==> src/rtl/tpg_defs.sv <==
// Shared encodings for the test pattern generator and its stream checker.
package tpg_defs;

  // Pattern modes; the generator and checker must agree on these.
  localparam logic [1:0] TPG_MODE_INC   = 2'd0;
  localparam logic [1:0] TPG_MODE_ROT   = 2'd1;
  localparam logic [1:0] TPG_MODE_ALT   = 2'd2;
  localparam logic [1:0] TPG_MODE_CONST = 2'd3;

  // Checker run states.
  localparam logic [1:0] ST_IDLE = 2'd0;
  localparam logic [1:0] ST_RUN  = 2'd1;
  localparam logic [1:0] ST_DONE = 2'd2;

endpackage

==> src/rtl/tpg_expect_gen.sv <==
// Expected-word register with per-mode advance rules. Shared by the
// generator (as its data source) and the checker (as its reference).
module tpg_expect_gen
  import tpg_defs::*;
#(
  parameter int width = 32
) (
  input  logic             clk,
  input  logic             reset,
  input  logic             load,
  input  logic [width-1:0] seed,
  input  logic [1:0]       mode,
  input  logic             advance,
  output logic [width-1:0] expected
);

  logic [width-1:0] expected_q, expected_d;
  logic [1:0]       mode_q, mode_d;

  // Next word: load wins over advance; idle cycles hold the current word.
  always_comb begin
    expected_d = expected_q;
    mode_d     = mode_q;
    if (load) begin
      expected_d = seed;
      mode_d     = mode;
    end else if (advance) begin
      case (mode_q)
        TPG_MODE_INC:   expected_d = expected_q + 1'b1;
        TPG_MODE_ROT:   expected_d = {expected_q[width-2:0], expected_q[width-1]};
        // Inverting the current word alternates seed / ~seed.
        TPG_MODE_ALT:   expected_d = ~expected_q;
        default:        expected_d = expected_q;
      endcase
    end
  end

  // Expected-word and latched-mode registers.
  always_ff @(posedge clk) begin
    if (reset) begin
      expected_q <= '0;
      mode_q     <= TPG_MODE_INC;
    end else begin
      expected_q <= expected_d;
      mode_q     <= mode_d;
    end
  end

  assign expected = expected_q;

endmodule

==> config.mk <==
export PLATFORM = sky130hd
export DESIGN_NAME = tpg_expect_gen
export DESIGN_NICKNAME = d
export VERILOG_FILES = /design/src/rtl/tpg_defs.sv /design/src/rtl/tpg_expect_gen.sv
export SDC_FILE = /design/constraint.sdc
export NUM_CORES = 1
export LEC_CHECK = 0
export CAP_MARGIN = 20
export CORE_MARGIN = 1
export CORE_UTILIZATION = 50
export CTS_BUF_LIST = sky130_fd_sc_hd__clkbuf_8 sky130_fd_sc_hd__clkbuf_16
export CTS_CLUSTER_DIAMETER = 30
export CTS_CLUSTER_SIZE = 8
export DETAILED_ROUTE_END_ITERATION = 7
export PLACE_DENSITY = 0.87
export SLEW_MARGIN = 20
export SYNTH_ARGS = -nofsm -noshare
export SYNTH_HDL_FRONTEND = slang
export SYNTH_SLANG_ARGS = --single-unit
export TNS_END_PERCENT = 5
==> constraint.sdc <==
create_clock -name clk -period 3.6 [get_ports clk]
set_clock_uncertainty 0.05 [all_clocks]
set_input_delay 0.36 -clock clk [delete_from_list [all_inputs] [get_ports clk]]
set_output_delay 0.36 -clock clk [all_outputs]
set_load 0.01 [all_outputs]
# Word level (Yosys, flattened, before mapping)
# Index checks and enable logic that the tools add are counted.
# op_classes
mul	0
shifts	0
eq_ne	2
n_mux	3
div	0
addsub	1
n_bitwise	1
reduce_logical	4
order_cmp	0
# ops
op	count
one-hot mux 32 bit (3 select lines)	1
two-way mux 32 bit	2
adder 32 x 1 -> 32 bit (second input constant)	1
NOT 32 bit	1
nonzero test 4 bit	1
== test 2 x 1 -> 1 bit (second input constant)	1
== test 2 bit (second input constant)	1
logical NOT 2 bit	1
AND reduction 2 bit	1
nonzero test 2 bit	1
# word_totals
input_bits	38
n_memories	0
register_bits	34
rom_bits	0
latch_bits	0
mem_bits_rw	0

# Depth between registers and ports, before layout
# depth
ltp_word	4
depth_mapped	10

# Worst setup path before layout
# No wires, ideal clock.
# synth_timing
kind	register to register
startpoint	register mode_q[0]
endpoint	register expected_q[23] (netlist: expected[23])
path_slack_ns	1.497
period_less_slack_ns	2.103
path_buffers	2
setup_time_ns	0.116
stages_incl_launch_ff	10
arrival_time_ns	1.937
path_cell_list	dfxtp_1 -> inv_1 -> ha_1 -> o31a_1 -> buf_2 -> nor2_1 -> buf_2 -> nor2_1 -> mux2_2 -> a31o_2
# synth_between
elab_chain_cells	4
word_cells_on_any_way	8
# synth_lines
element	line_no	text
start, declared	tpg_expect_gen.sv:18	logic [1:0] mode_q, mode_d;
start signal, assigned	tpg_expect_gen.sv:45	mode_q <= mode_d;
== test 2 bit (tied with other cells)	tpg_expect_gen.sv:28	case (mode_q)
one-hot mux 32 bit (3 select lines)	tpg_expect_gen.sv:28	
two-way mux 32 bit	tpg_expect_gen.sv:27	end else if (advance) begin
two-way mux 32 bit	tpg_expect_gen.sv:24	if (load) begin
end signal, assigned	tpg_expect_gen.sv:44	expected_q <= expected_d;
end, declared	tpg_expect_gen.sv:17	logic [width-1:0] expected_q, expected_d;
# Several ways; a longest one is shown, not always the timed one. The select of a mux whose other input is x is not followed.
# A chain may end at the register's enable or synchronous reset.

# Worst setup path in the final report
# layout_timing
startpoint	input load
endpoint	register expected_q[29] (netlist: expected[29])
# layout_between
elab_chain_cells	2
word_cells_on_any_way	4
# layout_lines
element	line_no	text
start, declared	tpg_expect_gen.sv:10	input logic load,
nonzero test 4 bit (no line) / nonzero test 2 bit (equally long branches)	n/a	
AND reduction 2 bit (no line)	n/a	
# Several ways; a longest one is shown, not always the timed one.

==> key figures <==
Status
  • Result of the run: finished clean

Place
  • DPL Wire Length: 6.29 mm
  • Gpl congestion: between 0.8 and 0.9
  • Placed instance area: 0.00357 mm^2
  • Port-buffer cells: 69

Cells and area
  • Count of nets after finishing: roughly 510
  • Antenna cells: 0
  • Layout fillers: slightly above 500
  • Synthesis-to-finish area growth: 25.7%
  • Share of layout cells above drive strength 1: approximately 4.7%
  • Non-Filler Cell Area, Final: between 0.003 and 0.004 mm^2

Logic synthesis
  • Predominant post-synthesis flop cell: sky130_fd_sc_hd__dfxtp_1
  • Number of warning messages in the yosys log: 0
  • Netlist area before placement: roughly 0.0029 mm^2
  • Net count after synthesis: ~470
  • Sequential fraction of the synthesis area: a little under a quarter
  • EDFF count, synth: 0
  • Mean Syn Cell Area: just under 7 um^2
  • Unique cell type count in the Yosys netlist: just under 60
  • Flop and latch count out of synthesis: 34
  • Cell count after synthesis: ~420
  • Async S/R FF share, synth: 0%

Critical path
  • Worst Reg-to-Reg Cells: 5
  • Critical path destination: expected[29]$_SDFFE_PP0P_
  • Category of the worst setup path capture point: register
  • Endpoint required time on the critical path: between 3 and 4 ns
  • Category of the most critical setup path: in -> reg
  • Kind of launch point of the worst setup path: input port
  • Reg2Reg Setup Slack: ~1.1 ns
  • Delay of the slowest cell on the worst path: 0.75 ns
  • CP cell instances: clkdlybuf4s50_1 -> inv_2 -> nand2_1 -> and4_1 -> o21ai_0 -> a221oi_1
  • Worst path arrival time: around 2.8 ns
  • Highest-delay cell along the critical path: sky130_fd_sc_hd__clkdlybuf4s50_1
  • Startpoint of the worst-slack reg-to-reg timing path: expected[4]$_SDFFE_PP0P_
  • End of the worst register-to-register path: expected[31]$_SDFFE_PP0P_
  • Peak fanout along the critical path: 34
  • Worst Setup SP: load

Drt
  • Sum of routed wire length over all layers: 9.48 mm
  • Met1 routed wirelength after detailed routing: between 3 and 4 mm
  • Number of DRC markers after the initial detailed-route iteration: around 750
  • Met3 wire len: 1.04 mm
  • Final routed DRC violation total: 0
  • Pre-Repair DR Iteration Count: 6
  • Detail-routed via count per cell: around 6.8
  • Top routing layer used: met4
  • Mean routed wirelength per cell: 17.7 um
  • Met2 wire length: around 4.4 mm
  • Via Count: approximately 3.6k
  • Antenna Nets Post-Route: 0

STA
  • Max-slew headroom: about a third
  • Final Cycle Share: between 70% and 80%
  • Final-report hold violation count: 0
  • Setup_tns: 0 ns
  • Tmin final: ~2.7 ns
  • Total setup violations reported at the end of the flow: 0
  • WHS: about 0.53 ns
  • Worst-Margin Slew: about 0.97 ns
  • Max Freq: 0.376 GHz
  • Max Transition Viols Final: 0
  • RSZ-0062 raised after global routing: no

Floorplanning
  • Cell row count: 27
  • Standard cell core area: about 0.0055 mm^2
  • Horizontal extent of the die: ~78 um
  • Starting utilization of the core area: 52.4%
  • Ports: 70
  • Area of the die: between 0.006 and 0.007 mm^2
  • Die span in y: slightly below 80 um

CTS
  • Clock transition at the registers of the reported paths: ~0.07 ns
  • Library cell used as clock root buffer: sky130_fd_sc_hd__clkbuf_8
  • Resize count post-CTS: 0
  • TritonCTS Sinks: 34
  • Max H-tree Level: 2
  • Worst skew pair latency: between 0.2 and 0.3 ns
  • Max Buffers Root-to-Sink: 2
  • Postcts setup bufs: 0
  • Total of hold buffers inserted after clock tree synthesis: 0
  • Number of buffers inserted during clock tree synthesis: 5
  • TritonCTS clock tree: done

Power
  • Clock network power share: 25.3%
  • Total power draw: roughly 1100 uW
  • P_sw: about 400 uW
  • Switching power as a share of total power: between 30% and 40%
  • Leak Pwr: 0.00128 uW
  • Pwr Density: about 310 mW/mm^2
  • Worst-case vdd ir drop: between 0.0002 and 0.00025 V
  • Sequential group share of total power: approximately 43%
  • Combinational share of power: 31.5%
  • Internal portion of total power: between 700 and 800 uW

GRT
  • Number of antenna violations at the first check in global routing: 0
  • Wire length of the first global-routing pass: ~16 mm
  • Aggregate global-route resource usage: a little under a third
  • Largest net degree at the start of global routing: 38
  • Remaining Overflow, GRT: 0
  • Via count of the first global-routing pass: roughly 3.3k

Worst hold path
  • Worst min-delay path class: reg -> reg
  • Number of cells on the worst hold path: 2
  • Hold Crit Start: mode_q[1]$_SDFFE_PP0P_

Run
  • Maximum capacitance violations: 0
==> synthesized netlist by cell type (2+ instances only) <==
cell	number	area share, %
sky130_fd_sc_hd__a2111oi_0	2	0.60
sky130_fd_sc_hd__a211o_1	3	0.91
sky130_fd_sc_hd__a211oi_1	3	0.78
sky130_fd_sc_hd__a21o_1	2	0.52
sky130_fd_sc_hd__a21oi_1	34	5.9
sky130_fd_sc_hd__a221oi_1	5	1.5
sky130_fd_sc_hd__a22oi_1	3	0.78
sky130_fd_sc_hd__a2bb2oi_1	7	2.1
sky130_fd_sc_hd__a311oi_1	2	0.60
sky130_fd_sc_hd__a31oi_1	7	1.5
sky130_fd_sc_hd__and3_1	5	1.1
sky130_fd_sc_hd__and4_1	5	1.5
sky130_fd_sc_hd__buf_1	7	0.91
sky130_fd_sc_hd__buf_2	16	2.8
sky130_fd_sc_hd__clkbuf_1	21	2.7
sky130_fd_sc_hd__dfxtp_1	34	23
sky130_fd_sc_hd__ha_1	4	1.7
sky130_fd_sc_hd__inv_1	15	1.9
sky130_fd_sc_hd__mux2i_1	8	2.8
sky130_fd_sc_hd__nand2_1	42	5.4
sky130_fd_sc_hd__nand2b_1	5	1.1
sky130_fd_sc_hd__nand3_1	17	2.9
sky130_fd_sc_hd__nand4_1	13	2.8
sky130_fd_sc_hd__nor2_1	48	6.2
sky130_fd_sc_hd__nor3_1	10	1.7
sky130_fd_sc_hd__nor3b_1	2	0.52
sky130_fd_sc_hd__nor4_1	8	1.7
sky130_fd_sc_hd__o2111a_1	3	1.2
sky130_fd_sc_hd__o2111ai_1	2	0.60
sky130_fd_sc_hd__o211ai_1	13	3.4
sky130_fd_sc_hd__o21a_1	3	0.78
sky130_fd_sc_hd__o21ai_0	36	6.2
sky130_fd_sc_hd__o22ai_1	3	0.65
sky130_fd_sc_hd__o311a_1	3	1.0
sky130_fd_sc_hd__o311ai_0	2	0.60
sky130_fd_sc_hd__o31a_1	3	0.91
sky130_fd_sc_hd__o31ai_1	2	0.52
sky130_fd_sc_hd__o32ai_1	2	0.60
sky130_fd_sc_hd__or3_1	2	0.43
sky130_fd_sc_hd__or4_1	2	0.52
sky130_fd_sc_hd__xnor2_1	2	0.60
sky130_fd_sc_hd__xor2_1	2	0.60
==> logic make-up (layout without fill, tap and decap cells) <==
family / Yosys count / count (layout) / synth area share, %
AND/OR/NAND/NOR: 166 / 166 / 28.2
AO/OA/AOI/OAI: 147 / 147 / 33.8
buffers and inverters: 60 / 100 / 8.45
flip-flops: 34 / 34 / 23.4
multiplexers: 9 / 9 / 3.15
adder cells (fa/ha/maj): 4 / 4 / 1.72
XOR/XNOR: 4 / 4 / 1.21
==> registers in the layout, summed over array words and instances, names as in the netlist <==
signal / count
mode_q: 2
expected: 32
==> how the worst min path moves through the flow <==
stage,to
6_report,mode_q[1]$_SDFFE_PP0P_
5_1_grt,expected[7]$_SDFFE_PP0P_
4_1_cts,mode_q[0]$_SDFFE_PP0P_
3_5_place_dp,mode_q[0]$_SDFFE_PP0P_
3_3_place_gp,mode_q[1]$_SDFFE_PP0P_
2_1_floorplan,mode_q[1]$_SDFFE_PP0P_
==> layer usage <==
| metal | global-route usage [%] | vias up |
|---|---|---|
| met1 | 40.9 | 1649 |
| met5 | 0 | - |
| met2 | 49.9 | 273 |
| met4 | 13.7 | 0 |
| met3 | 6.05 | 52 |
| li1 | - | 1663 |
==> metrics by stage <==
stage / instances / setup WS (ns) / utilization (%)
6_report: 536 / 0.944 / 65.9
5_1_grt: 536 / 0.870 / 65.9
4_1_cts: 536 / 1.04 / 65.9
3_5_place_dp: 530 / 0.726 / 64.4
3_3_place_gp: 530 / 0.839 / 64.4
2_1_floorplan: 424 / 1.50 / -
==> cell type report <==
class / count / area (um^2) / share of cell area (%)
Multi-Input combinational cell: 330 / 1980 / 54.2
Timing Repair Buffer: 78 / 758 / 20.8
Sequential cell: 34 / 681 / 18.7
Tap cell: 72 / 90.1 / 2.47
Clock buffer: 6 / 82.6 / 2.26
Inverter: 16 / 60.1 / 1.65
==> cells in the final DEF (no fill, tap or decap), types with 8 or more instances in the layout <==
master / Yosys / routed
sky130_fd_sc_hd__a21oi_1: 34 / 34
sky130_fd_sc_hd__buf_4: 0 / 9
sky130_fd_sc_hd__clkdlybuf4s50_1: 0 / 69
sky130_fd_sc_hd__dfxtp_1: 34 / 34
sky130_fd_sc_hd__inv_1: 15 / 15
sky130_fd_sc_hd__mux2i_1: 8 / 8
sky130_fd_sc_hd__nand2_1: 42 / 42
sky130_fd_sc_hd__nand3_1: 17 / 17
sky130_fd_sc_hd__nand4_1: 13 / 13
sky130_fd_sc_hd__nor2_1: 48 / 48
sky130_fd_sc_hd__nor3_1: 10 / 10
sky130_fd_sc_hd__nor4_1: 8 / 8
sky130_fd_sc_hd__o211ai_1: 13 / 13
sky130_fd_sc_hd__o21ai_0: 36 / 36
==> power groups by stage <==
stage | logic, uW | clock network [uW] | registers, uW
final | 359 | 288 | 492
after global routing | 387 | 311 | 499
after CTS | 355 | 290 | 488
after detailed placement | 353 | 0 | 496
after global placement | 341 | 0 | 493
after floorplan | 216 | 0 | 471
==> worst max-delay path, delay by kind of cell <==
family | cells | cell delay [ns]
and+or+nand+nor | 2 | 0.75
AOI/OAI and AO/OA | 2 | 0.27
buffers and inverters | 2 | 1.37
(Power assumes the default switching activity.)
